### config.mk
export PLATFORM = sky130hd
export DESIGN_NAME = pll_lock_reset_seq
export DESIGN_NICKNAME = d
export VERILOG_FILES = /design/src/rtl/pll_lock_reset_seq.sv
export SDC_FILE = /design/constraint.sdc
export NUM_CORES = 1
export LEC_CHECK = 0
export ABC_AREA = 1
export BUFFER_PORTS_ARGS = -buffer_cell sky130_fd_sc_hd__buf_2
export CAP_MARGIN = 20
export CORE_MARGIN = 1
export CORE_UTILIZATION = 43
export CTS_CLUSTER_DIAMETER = 120
export DETAILED_ROUTE_END_ITERATION = 16
export GPL_ROUTABILITY_DRIVEN = 0
export PLACE_DENSITY = 0.67
export SETUP_SLACK_MARGIN = 0.05
export SKIP_CTS_REPAIR_TIMING = 1
export SLEW_MARGIN = 30
export SYNTH_ARGS = -nofsm -noshare
export SYNTH_HDL_FRONTEND = slang
export SYNTH_SLANG_ARGS = --single-unit
export TNS_END_PERCENT = 1
### constraint.sdc
create_clock -name clk -period 1.85 [get_ports clk]
set_input_delay 0 -clock clk [delete_from_list [all_inputs] [get_ports clk]]
set_output_delay 0 -clock clk [all_outputs]
set_load 0.005 [all_outputs]
### src/rtl/pll_lock_reset_seq.sv
// Purpose : synchronise and qualify raw PLL lock indicators, then release per-domain
//           active-low resets in index order once every lock has been stable long enough.
// Latency : lock_in rise -> all_locked after SYNC_STAGES+1 edges; rst_out_n[0] rises
//           STABLE_CYCLES edges after STABLE entry, each further bit STEP_CYCLES later.
// Backpressure: none; lock loss or force_reset drops every reset together on the next edge.
//
// Ports:
//   clk, rst_n        27 MHz reference clock, asynchronous active-low reset
//   lock_in           raw PLL lock indicators (bit0 core, bit1 hdmi, bit2 audio), async to clk
//   force_reset       level request to hold / restart the sequence
//   clear_sticky      clears lock_lost_sticky (a new lock loss in the same cycle wins)
//   rst_out_n         registered active-low domain resets, released 0..NUM_RESETS-1
//   all_locked        registered AND of the synchronised locks
//   seq_done          high while in RUN (all resets released)
//   lock_lost_sticky  set by a lock loss seen in RELEASE or RUN
//   state_o           FSM state: 0 WAIT_LOCK, 1 STABLE, 2 RELEASE, 3 RUN
module pll_lock_reset_seq #(
    parameter int NUM_LOCKS     = 3,
    parameter int NUM_RESETS    = 3,
    parameter int SYNC_STAGES   = 2,
    parameter int STABLE_CYCLES = 2048,
    parameter int STEP_CYCLES   = 256
) (
    input  logic                  clk,
    input  logic                  rst_n,
    input  logic [NUM_LOCKS-1:0]  lock_in,
    input  logic                  force_reset,
    input  logic                  clear_sticky,
    output logic [NUM_RESETS-1:0] rst_out_n,
    output logic                  all_locked,
    output logic                  seq_done,
    output logic                  lock_lost_sticky,
    output logic [1:0]            state_o
);

    localparam int SW = $clog2(STABLE_CYCLES + 1);
    localparam int PW = $clog2(STEP_CYCLES + 1);
    localparam logic [SW-1:0] STABLE_LAST = SW'(STABLE_CYCLES - 1);
    localparam logic [PW-1:0] STEP_LAST   = PW'(STEP_CYCLES - 1);

    typedef enum logic [1:0] {
        WAIT_LOCK = 2'd0,
        STABLE    = 2'd1,
        RELEASE   = 2'd2,
        RUN       = 2'd3
    } state_e;

    state_e                  state_q, state_d;
    logic [NUM_LOCKS-1:0]    sync_q [SYNC_STAGES];
    logic                    all_locked_q;
    logic [SW-1:0]           stable_cnt_q, stable_cnt_d;
    logic [PW-1:0]           step_cnt_q, step_cnt_d;
    logic [NUM_RESETS-1:0]   rst_out_n_q, rst_out_n_d;
    logic [NUM_RESETS-1:0]   rst_shift;
    logic                    sticky_q, sticky_d, sticky_set;
    logic                    lock_and;
    logic                    abort;

    // ------------------------------------------------------------------
    // Lock synchroniser; the FSM and the all_locked register share lock_and
    // ------------------------------------------------------------------
    always_ff @(posedge clk or negedge rst_n) begin
        if (!rst_n) begin
            for (int i = 0; i < SYNC_STAGES; i++) begin
                sync_q[i] <= '0;
            end
            all_locked_q <= 1'b0;
        end else begin
            sync_q[0] <= lock_in;
            for (int i = 1; i < SYNC_STAGES; i++) begin
                sync_q[i] <= sync_q[i-1];
            end
            all_locked_q <= lock_and;
        end
    end

    assign lock_and = &sync_q[SYNC_STAGES-1];
    assign abort    = ~lock_and | force_reset;

    // Next reset pattern: one more low-index bit released. Because bits are only
    // ever released by shifting in ones from bit 0, the order invariant holds.
    always_comb begin
        rst_shift    = '0;
        rst_shift[0] = 1'b1;
        for (int i = 1; i < NUM_RESETS; i++) begin
            rst_shift[i] = rst_out_n_q[i-1];
        end
    end

    // ------------------------------------------------------------------
    // FSM: state register
    // ------------------------------------------------------------------
    always_ff @(posedge clk or negedge rst_n) begin
        if (!rst_n) begin
            state_q <= WAIT_LOCK;
        end else begin
            state_q <= state_d;
        end
    end

    // ------------------------------------------------------------------
    // FSM: next-state logic
    // ------------------------------------------------------------------
    always_comb begin
        state_d = state_q;
        case (state_q)
            WAIT_LOCK: begin
                if (lock_and && !force_reset) state_d = STABLE;
            end
            STABLE: begin
                if (abort) begin
                    state_d = WAIT_LOCK;
                end else if (stable_cnt_q == STABLE_LAST) begin
                    // With a single reset the first release completes the sequence
                    state_d = (&rst_shift) ? RUN : RELEASE;
                end
            end
            RELEASE: begin
                if (abort) begin
                    state_d = WAIT_LOCK;
                end else if ((step_cnt_q == STEP_LAST) && (&rst_shift)) begin
                    state_d = RUN;
                end
            end
            RUN: begin
                if (abort) state_d = WAIT_LOCK;
            end
            default: state_d = WAIT_LOCK;
        endcase
    end

    // ------------------------------------------------------------------
    // FSM: output / datapath next values
    // ------------------------------------------------------------------
    always_comb begin
        stable_cnt_d = stable_cnt_q;
        step_cnt_d   = step_cnt_q;
        rst_out_n_d  = rst_out_n_q;
        sticky_set   = 1'b0;
        case (state_q)
            WAIT_LOCK: begin
                stable_cnt_d = '0;
                step_cnt_d   = '0;
                rst_out_n_d  = '0;
            end
            STABLE: begin
                if (abort) begin
                    stable_cnt_d = '0;
                end else if (stable_cnt_q == STABLE_LAST) begin
                    stable_cnt_d = '0;
                    rst_out_n_d  = rst_shift;
                end else begin
                    stable_cnt_d = stable_cnt_q + SW'(1);
                end
            end
            RELEASE: begin
                if (abort) begin
                    stable_cnt_d = '0;
                    step_cnt_d   = '0;
                    rst_out_n_d  = '0;
                    sticky_set   = ~lock_and;
                end else if (step_cnt_q == STEP_LAST) begin
                    step_cnt_d  = '0;
                    rst_out_n_d = rst_shift;
                end else begin
                    step_cnt_d = step_cnt_q + PW'(1);
                end
            end
            RUN: begin
                if (abort) begin
                    stable_cnt_d = '0;
                    step_cnt_d   = '0;
                    rst_out_n_d  = '0;
                    sticky_set   = ~lock_and;
                end
            end
            default: begin
                stable_cnt_d = '0;
                step_cnt_d   = '0;
                rst_out_n_d  = '0;
            end
        endcase

        // A fresh lock loss outranks a simultaneous clear
        if (sticky_set) begin
            sticky_d = 1'b1;
        end else if (clear_sticky) begin
            sticky_d = 1'b0;
        end else begin
            sticky_d = sticky_q;
        end
    end

    always_ff @(posedge clk or negedge rst_n) begin
        if (!rst_n) begin
            stable_cnt_q <= '0;
            step_cnt_q   <= '0;
            rst_out_n_q  <= '0;
            sticky_q     <= 1'b0;
        end else begin
            stable_cnt_q <= stable_cnt_d;
            step_cnt_q   <= step_cnt_d;
            rst_out_n_q  <= rst_out_n_d;
            sticky_q     <= sticky_d;
        end
    end

    assign rst_out_n        = rst_out_n_q;
    assign all_locked       = all_locked_q;
    assign seq_done         = (state_q == RUN);
    assign lock_lost_sticky = sticky_q;
    assign state_o          = state_q;

endmodule

### Yosys cells after proc, flatten, opt, wreduce, memory -nomap -nowiden

Index checks and enable logic that the tools add are counted.

* flip-flop bits (word level): 34
* word-level logic and storage cells: 63
* bits of input ports: 7
* output and inout bits: 8

* muxes and demuxes: 26
* reduce and logical (&&, ||, !) cells: 12
* bitwise logic cells: 2
* eq/ne operators: 13
* add/sub/neg operators: 2

Operators with widths (count)
* 12-bit two-way mux: 3
* 12-bit one-hot mux with 3 select lines: 1
* 9-bit two-way mux: 3
* 9-bit one-hot mux with 3 select lines: 1
* 3-bit two-way mux: 5
* 12-bit by 1-bit adder with 12-bit output (second input constant): 1
* 12-bit by 11-bit equality test with 1-bit output (second input constant): 1
* 2-bit two-way mux: 6
* 3-bit one-hot mux with 4 select lines: 1
* 9-bit by 1-bit adder with 9-bit output (second input constant): 1
* 9-bit by 8-bit equality test with 1-bit output (second input constant): 1
* 3-bit != test (second input constant): 3
* 2-bit one-hot mux with 4 select lines: 1
* 4-bit AND reduction: 2
* 2-bit != test (second input constant): 3
* 1-bit two-way mux: 5
* 2-bit equality test (second input constant): 2
* 2-bit by 1-bit != test with 1-bit output (second input constant): 2
* 2-bit AND reduction: 2
* 3-bit AND reduction: 1
* 3-bit nonzero test: 1
* 2-bit by 1-bit equality test with 1-bit output (second input constant): 1
* 1-bit logical AND: 2
* 2-bit logical NOT: 1
* other kinds (5): 5

### Logic depth before layout (Yosys ltp)

Gate-level depths: netlist (run 1).

* depth after elaboration: 6
* depth in mapped cells: 11
* depth with buffers taken out: 10

### Least setup slack after synthesis (run 1)

Ideal clock, no wire load.

* kind: register -> register
* start point: reg state_q[0], in the netlist state_o[0]
* end point: reg stable_cnt_q[7]
* clock period less this slack: 1.582 ns
* setup time: 0.117 ns
* stages on the path, launching flop included: 11
* data arrival time: 1.465 ns
* path buffers: 2
* required time: 1.733 ns
* setup slack: 0.268 ns
* cell sequence: dfrtp_1 > inv_1 > ha_1 > buf_2 > inv_2 > nand2_2 > nand3_4 > buf_6 > nand4_2 > o21ai_1 > nor2_1

* longest elaborated chain between the ends: 3
* elaborated cells between the ends (all ways): 7
* classes of those cells: 4 x eq/ne; 1 x mux; 2 x reduce/logical

RTL lines
* from (decl): line 48 `state_e state_q, state_d;`
* from (signal assigned): line 97 `state_q <= state_d;`
* 2-bit equality test: line 140 `case (state_q)`
* 2-bit OR reduction (no line)
* 12-bit one-hot mux with 3 select lines or 2-bit by 1-bit != test with 1-bit output (tied branches)
* to (signal assigned): line 201 `stable_cnt_q <= stable_cnt_d;`
* to (decl): line 51 `logic [SW-1:0] stable_cnt_q, stable_cnt_d;`

Several ways; a longest one is shown, not always the timed one.
A chain may end at the register's enable or synchronous reset.

### Worst setup path after layout (run 1)

* start point: reg state_q[0], in the netlist state_o[0]
* end point: reg stable_cnt_q[10]

The elaborated chain is that of the path after synthesis.

==> impl_metrics.csv, run 1 <==
group,metric,value,unit
run_status,run_status,"complete, no violations",
synthesis,yosysMostFrequentCell,"nand2_1",
setup_path,max_stage_delay,0.45,ns
pwr,vdd_drop_max,0.0003658,V
pwr,seqPwrFrac,0.426,
floorplan,die_area,4918,um^2
cells_and_area,syn_to_final_growth,13.86,%
cells_and_area,antenna_cells,0,
pwr,p_clk_frac,0.352,
synthesis,synth_top_cell_by_area,"dfrtp_1",
clock_network,htreeDepth,2,
synthesis,synth_area,1996,um^2
pwr,p_leak,1.100,nW
route,post_drt_wl_per_cell,11.36,um
synthesis,synth_common_cells,"nand2_1, dfrtp_1, inv_1",
clock_network,clock-sinks,34,
synthesis,synth_top_flop_cell,"dfrtp_1",
floorplan,ioPinCount,15,
setup_path,path_delay_family,"simple AND/OR/NAND/NOR gates",
timing,worst_pin_slew,0.7582,ns
route,first_pass_iters,4,
grt,grt_pass1_vias,1512,
synthesis,synth_enable_flop_cells,0,
synthesis,ys_types,30,
route,ant_nets,0,
synthesis,syn_avg_cell_area,7.919,um^2
pwr,power_switching,0.6030,mW
clock_network,cts_root_buf,"clkbuf_8",
grt,grt_pass1_wl,6.665,mm
synthesis,async_flop_share,1.000,
timing,setup_viol,0,
setup_path,cp_data_arrival_time,1.82,ns
setup_path,crit_path_top_delay_cell,"dfrtp_2",
synthesis,synth.top_cell.area_share,0.4263,
synthesis,synth_seq_area_share,0.4263,
synthesis,synth-seq-cells,34,
timing,drv_slew,0,
route,first_iter_violations,78,
grt,overflow,0,
setup_path,critPathBufInv,2,
cells_and_area,regArea,852.1,um^2
pwr,power_frac_comb,0.221,
pwr,power_density,851.3,nW/um^2
floorplan,initial_core_util,0.4521,
timing,fin_crit,1.634,ns
clock_network,clk_latency,0.29,ns
synthesis,synth_nets,267,
route,via_count,1587,
flow_run,maxCapViolCount,0,
synthesis,synth_top_cells_by_area,"dfrtp_1, nand2_1, inv_1",
clock_network,cts_buffers,5,
place,place_ws,0.1680,ns
cells_and_area,fin_cells,329,
cells_and_area,multi_input_area,975.9,um^2
floorplan,rows,24,
timing,fin_skew,0.004519,ns
floorplan,chipHeight,70.13,um
synthesis,ys_warn_count,0,
grt,track_usage,0.1717,
grt,grt_max_degree,35,
timing,worst_slack,0.2160,ns
timing,rsz0062_at_grt,"false",
clock_network,cts_buffer_depth,2,
setup_path,worstSetupEndpointType,"register",
cells_and_area,layout-drive-gt1-share,0.1841,
grt,antenna_found_initial,0,
timing,max_freq,612.0,MHz
route,drcViolationCount,0,
setup_path,cp_max_fo,17,
timing,period_share,0.8833,
clock_network,cts_tree,"built",
setup_path,critPathKind,"register to register",
timing,holdWs,0.1079,ns
floorplan,core_area,4414,um^2
timing,hold_violations,0,
pwr,intPower,1.331,mW
synthesis,syn-instance-count,252,
route,via_per_inst,4.824,
floorplan,die_x,70.13,um
cells_and_area,fillers,411,
cells_and_area,final_nets,291,
clock_network,clk_pin_slew,0.07,ns
timing,relSlewSlack,0.4945,
timing,fin_setup_tns,0,ns
route,drt-total-wl,3.737,mm
place,dpl.hpwl,2.733,mm
place,placed_cells,316,
setup_path,required,2.03,ns
setup_path,crit_chain,"inv_1, ha_1, inv_2, nand2_2, nand3_4, nand3b_1, nor2_1, o21a_1",
min_path,hold_class,"input port to register",
pwr,power,1.934,mW
setup_path,critPathLaunchType,"register",
pwr,switching_share,0.3118,
place,io_buffers,14,
layer usage:
layer | GRT usage | wire, um
met4 | 0.06667 | 50
met3 | 0.04329 | 103
met1 | 0.2299 | 1963
met5 | 0 | 0
met2 | 0.2671 | 1620
final timing paths:
check	depth (start not counted)	startpoint	slack (ns)	to
setup / recovery	8	state_o[0]$_DFFE_PN0P_	0.22	stable_cnt_q[10]$_DFFE_PN0P_
hold / removal	4	force_reset	0.11	step_cnt_q[2]$_DFFE_PN0P_
setup reg to reg	8	state_o[0]$_DFFE_PN0P_	0.22	stable_cnt_q[10]$_DFFE_PN0P_
hold reg to reg	0	sync_q[5]$_DFF_PN0_	0.35	sync_q[2]$_DFF_PN0_
max in group asynchronous	2	rst_n	1.00	state_o[0]$_DFFE_PN0P_
min in group asynchronous	2	rst_n	0.32	sync_q[0]$_DFF_PN0_
per-stage QoR:
step	util	cell area, um^2
2_1_floorplan	-	1996
6_report	0.5147	2272
3_3_place_gp	0.4773	2107
5_1_grt	0.5147	2272
4_1_cts	0.5031	2221
3_5_place_dp	0.4773	2107
kinds of logic after synthesis:
| kind of cell | share of synthesized area |
|---|---|
| xor gates and xnor gates | 0.02195 |
| AOI/OAI and AO/OA | 0.06082 |
| buffers and inverters | 0.08463 |
| adders and majority gates | 0.05016 |
| DFF | 0.4263 |
| and+or+nand+nor | 0.3561 |
cell usage in the layout (no fill, tap or decap):
cell           instances
nand2_1               69
dfrtp_1               33
inv_1                 31
nor2_1                25
nand3_1               23
buf_2                 14
a21oi_1               10
ha_1                   8
o21ai_0                6
nor2_4                 5
nand2_2                5
clkbuf_8               5
dlygate4sd3_1          5
inv_2                  4
nand4_1                4
nand2_4                3
nor2_2                 3
xor2_1                 3
nand4_2                2
nand3_2                2
o21ai_1                2
xnor2_1                2
clkinvlp_4             2
nand3_4                1
inv_4                  1
a21boi_1               1
nor3b_1                1
nand3b_1               1
o21a_1                 1
o21bai_1               1
a21oi_2                1
bufinv_16              1
buf_4                  1
dfrtp_2                1
state kept, by name, summed over array words and instances (netlist names):
| register | count |
|---|---|
| all_locked | 1 |
| lock_lost_sticky | 1 |
| rst_out_n | 3 |
| stable_cnt_q | 12 |
| state_o | 2 |
| step_cnt_q | 9 |
| sync_q | 6 |
cell type report:
class | instances | area share
Inverter | 36 | 0.06057
Clock inverter | 3 | 0.01982
Multi-Input combinational cell | 179 | 0.4295
Tap cell | 52 | 0.02863
Sequential cell | 34 | 0.3750
Timing Repair Buffer | 20 | 0.05617
Clock buffer | 5 | 0.03029
power groups by stage:
stage	sequential [mW]	clock, mW	combinational (mW)
2_1_floorplan	0.830	0	0.332
3_3_place_gp	0.835	0	0.417
3_5_place_dp	0.837	0	0.421
4_1_cts	0.823	0.702	0.423
5_1_grt	0.830	0.739	0.494
6_report	0.824	0.682	0.428
worst reg2reg max path: stages, from the launching register on:
cell and delay [ns]:
dfrtp_2 0.45, inv_1 0.12, ha_1 0.22, inv_2 0.06, nand2_2 0.11, nand3_4 0.19, nand3b_1 0.18, nor2_1 0.05
o21a_1 0.16
(Power assumes the default switching activity.)
==> run 2, diff against run 1 <==
--- a/config.mk
+++ b/config.mk
@@ -13,7 +13,7 @@
 export CTS_CLUSTER_DIAMETER = 120
 export DETAILED_ROUTE_END_ITERATION = 16
 export GPL_ROUTABILITY_DRIVEN = 0
-export PLACE_DENSITY = 0.67
+export PLACE_DENSITY = 0.65
 export SETUP_SLACK_MARGIN = 0.05
 export SKIP_CTS_REPAIR_TIMING = 1
 export SLEW_MARGIN = 30
==> run 2 against run 1 <==
Effect of this change:
- fmax fell by 0.55%
- via count rose by 3.7%
- die area did not move
==> impl_metrics.csv, run 2 (synthesized netlist as in run 1, its figures left out) <==
group,metric,value,unit
run_status,run_status,"complete, no violations",
setup_path,worstSetupEndpointType,"register",
cells_and_area,layout_commonest_cell,"nand2_1",
setup_path,required,2.04,ns
cells_and_area,syn_to_final_growth,16.68,%
cells_and_area,layout-drive-gt1-share,0.1993,
grt,grt_pass1_vias,1510,
route,drcViolationCount,0,
clock_network,clock-sinks,34,
setup_path,cp_data_arrival_time,1.83,ns
timing,fin_crit,1.643,ns
timing,fin_setup_tns,0,ns
cells_and_area,largestRegisters,"stable_cnt_q: 12 flops, step_cnt_q: 9 flops, sync_q: 6 flops",
min_path,hold_class,"input port to register",
route,via_count,1646,
grt,overflow,0,
route,first_pass_iters,4,
route,drt-total-wl,3.940,mm
route,post_drt_wl_per_cell,11.83,um
route,first_iter_violations,84,
clock_network,cts_root_buf,"clkbuf_8",
cells_and_area,multi_input_area,978.4,um^2
cells_and_area,regMostFlops,"stable_cnt_q",
clock_network,cts_tree,"built",
setup_path,critPathLaunchType,"register",
place,io_buffers,14,
grt,grt_pass1_wl,6.755,mm
cells_and_area,final_nets,295,
clock_network,clk_pin_slew,0.08,ns
floorplan,initial_core_util,0.4521,
timing,rsz0062_at_grt,"false",
grt,grt_max_degree,35,
cells_and_area,fillers,435,
flow_run,maxCapViolCount,0,
floorplan,core_area,4414,um^2
grt,track_usage,0.1770,
timing,hold_violations,0,
cells_and_area,largest_reg_flops,12,
timing,period_share,0.8882,
pwr,power,2.096,mW
setup_path,critPathKind,"register to register",
timing,fin_skew,0.005834,ns
timing,max_freq,608.6,MHz
pwr,p_leak,1.133,nW
clock_network,cts_buffer_depth,2,
timing,worst_pin_slew,0.7429,ns
route,ant_nets,0,
cells_and_area,antenna_cells,0,
grt,antenna_found_initial,0,
clock_network,cts_buffers,5,
cells_and_area,regArea,852.1,um^2
cells_and_area,layout_common_cells,"nand2_1, dfrtp_1, inv_1",
floorplan,chipHeight,70.13,um
floorplan,die_area,4918,um^2
setup_path,cp_max_fo,14,
floorplan,ioPinCount,15,
clock_network,clk_latency,0.29,ns
floorplan,rows,24,
place,dpl.hpwl,2.816,mm
clock_network,htreeDepth,2,
timing,relSlewSlack,0.5048,
route,via_per_inst,4.943,
pwr,power_density,900.3,nW/um^2
timing,setup_viol,0,
timing,drv_slew,0,
floorplan,die_x,70.13,um
pwr,vdd_drop_max,0.0003730,V
## run 2: final cells by class
| class | instances | share of cell area |
|---|---|---|
| clock buffers | 5 | 0.02955 |
| clock inverters | 3 | 0.02955 |
| inverters | 36 | 0.05911 |
| multi-input cells | 179 | 0.4202 |
| flip-flops and latches | 34 | 0.3659 |
| well taps | 52 | 0.02794 |
| repair buffers | 24 | 0.06771 |
## run 2: path summary, 6_finish.rpt
path	cells past startpoint	end	slack (ns)	start
min in group asynchronous	2	sync_q[0]$_DFF_PN0_	0.30	rst_n
hold / removal	4	step_cnt_q[6]$_DFFE_PN0P_	0.11	force_reset
setup reg to reg	9	stable_cnt_q[6]$_DFFE_PN0P_	0.21	state_o[0]$_DFFE_PN0P_
hold reg to reg	0	sync_q[1]$_DFF_PN0_	0.35	sync_q[4]$_DFF_PN0_
setup / recovery	9	stable_cnt_q[6]$_DFFE_PN0P_	0.21	state_o[0]$_DFFE_PN0P_
max in group asynchronous	2	state_o[0]$_DFFE_PN0P_	1.03	rst_n
## run 2: per-layer routing
layer / vias up / global-route usage / share of wire
met4: 0 / 0.06667 / 0.020
met5: - / 0 / 0
li1: 852 / - / -
met1: 764 / 0.2298 / 0.49
met3: 8 / 0.03896 / 0.028
met2: 22 / 0.2885 / 0.46
## run 2: metrics by stage
| step | cell area [um^2] | std cells | setup slack, ns | util | hold WS (ns) |
|---|---|---|---|---|---|
| floorplan | 1996 | 252 | 0.2677 | - | -0.2956 |
| global placement | 2107 | 316 | 0.2092 | 0.4773 | 0.1088 |
| detailed placement | 2107 | 316 | 0.2051 | 0.4773 | 0.1093 |
| CTS | 2245 | 324 | 0.1792 | 0.5085 | -0.2015 |
| global route | 2328 | 333 | 0.06595 | 0.5275 | 0.1455 |
| finish | 2328 | 333 | 0.2069 | 0.5275 | 0.1092 |
## run 2: worst max-delay path, cell delays in order (launching register included)
cell and delay, ns:
dfrtp_2 0.45, inv_1 0.11, ha_1 0.20, inv_2 0.06, nand2_2 0.10, nand3_4 0.18
buf_4 0.19, nand2_1 0.06, xor2_1 0.14, nor2_1 0.06
## run 2: power by group
part / switching (mW) / internal [mW] / total [mW]
Sequential: 0.0404 / 0.781 / 0.821
Clock: 0.306 / 0.540 / 0.846
Combinational: 0.279 / 0.150 / 0.429
Total: 0.625 / 1.47 / 2.10
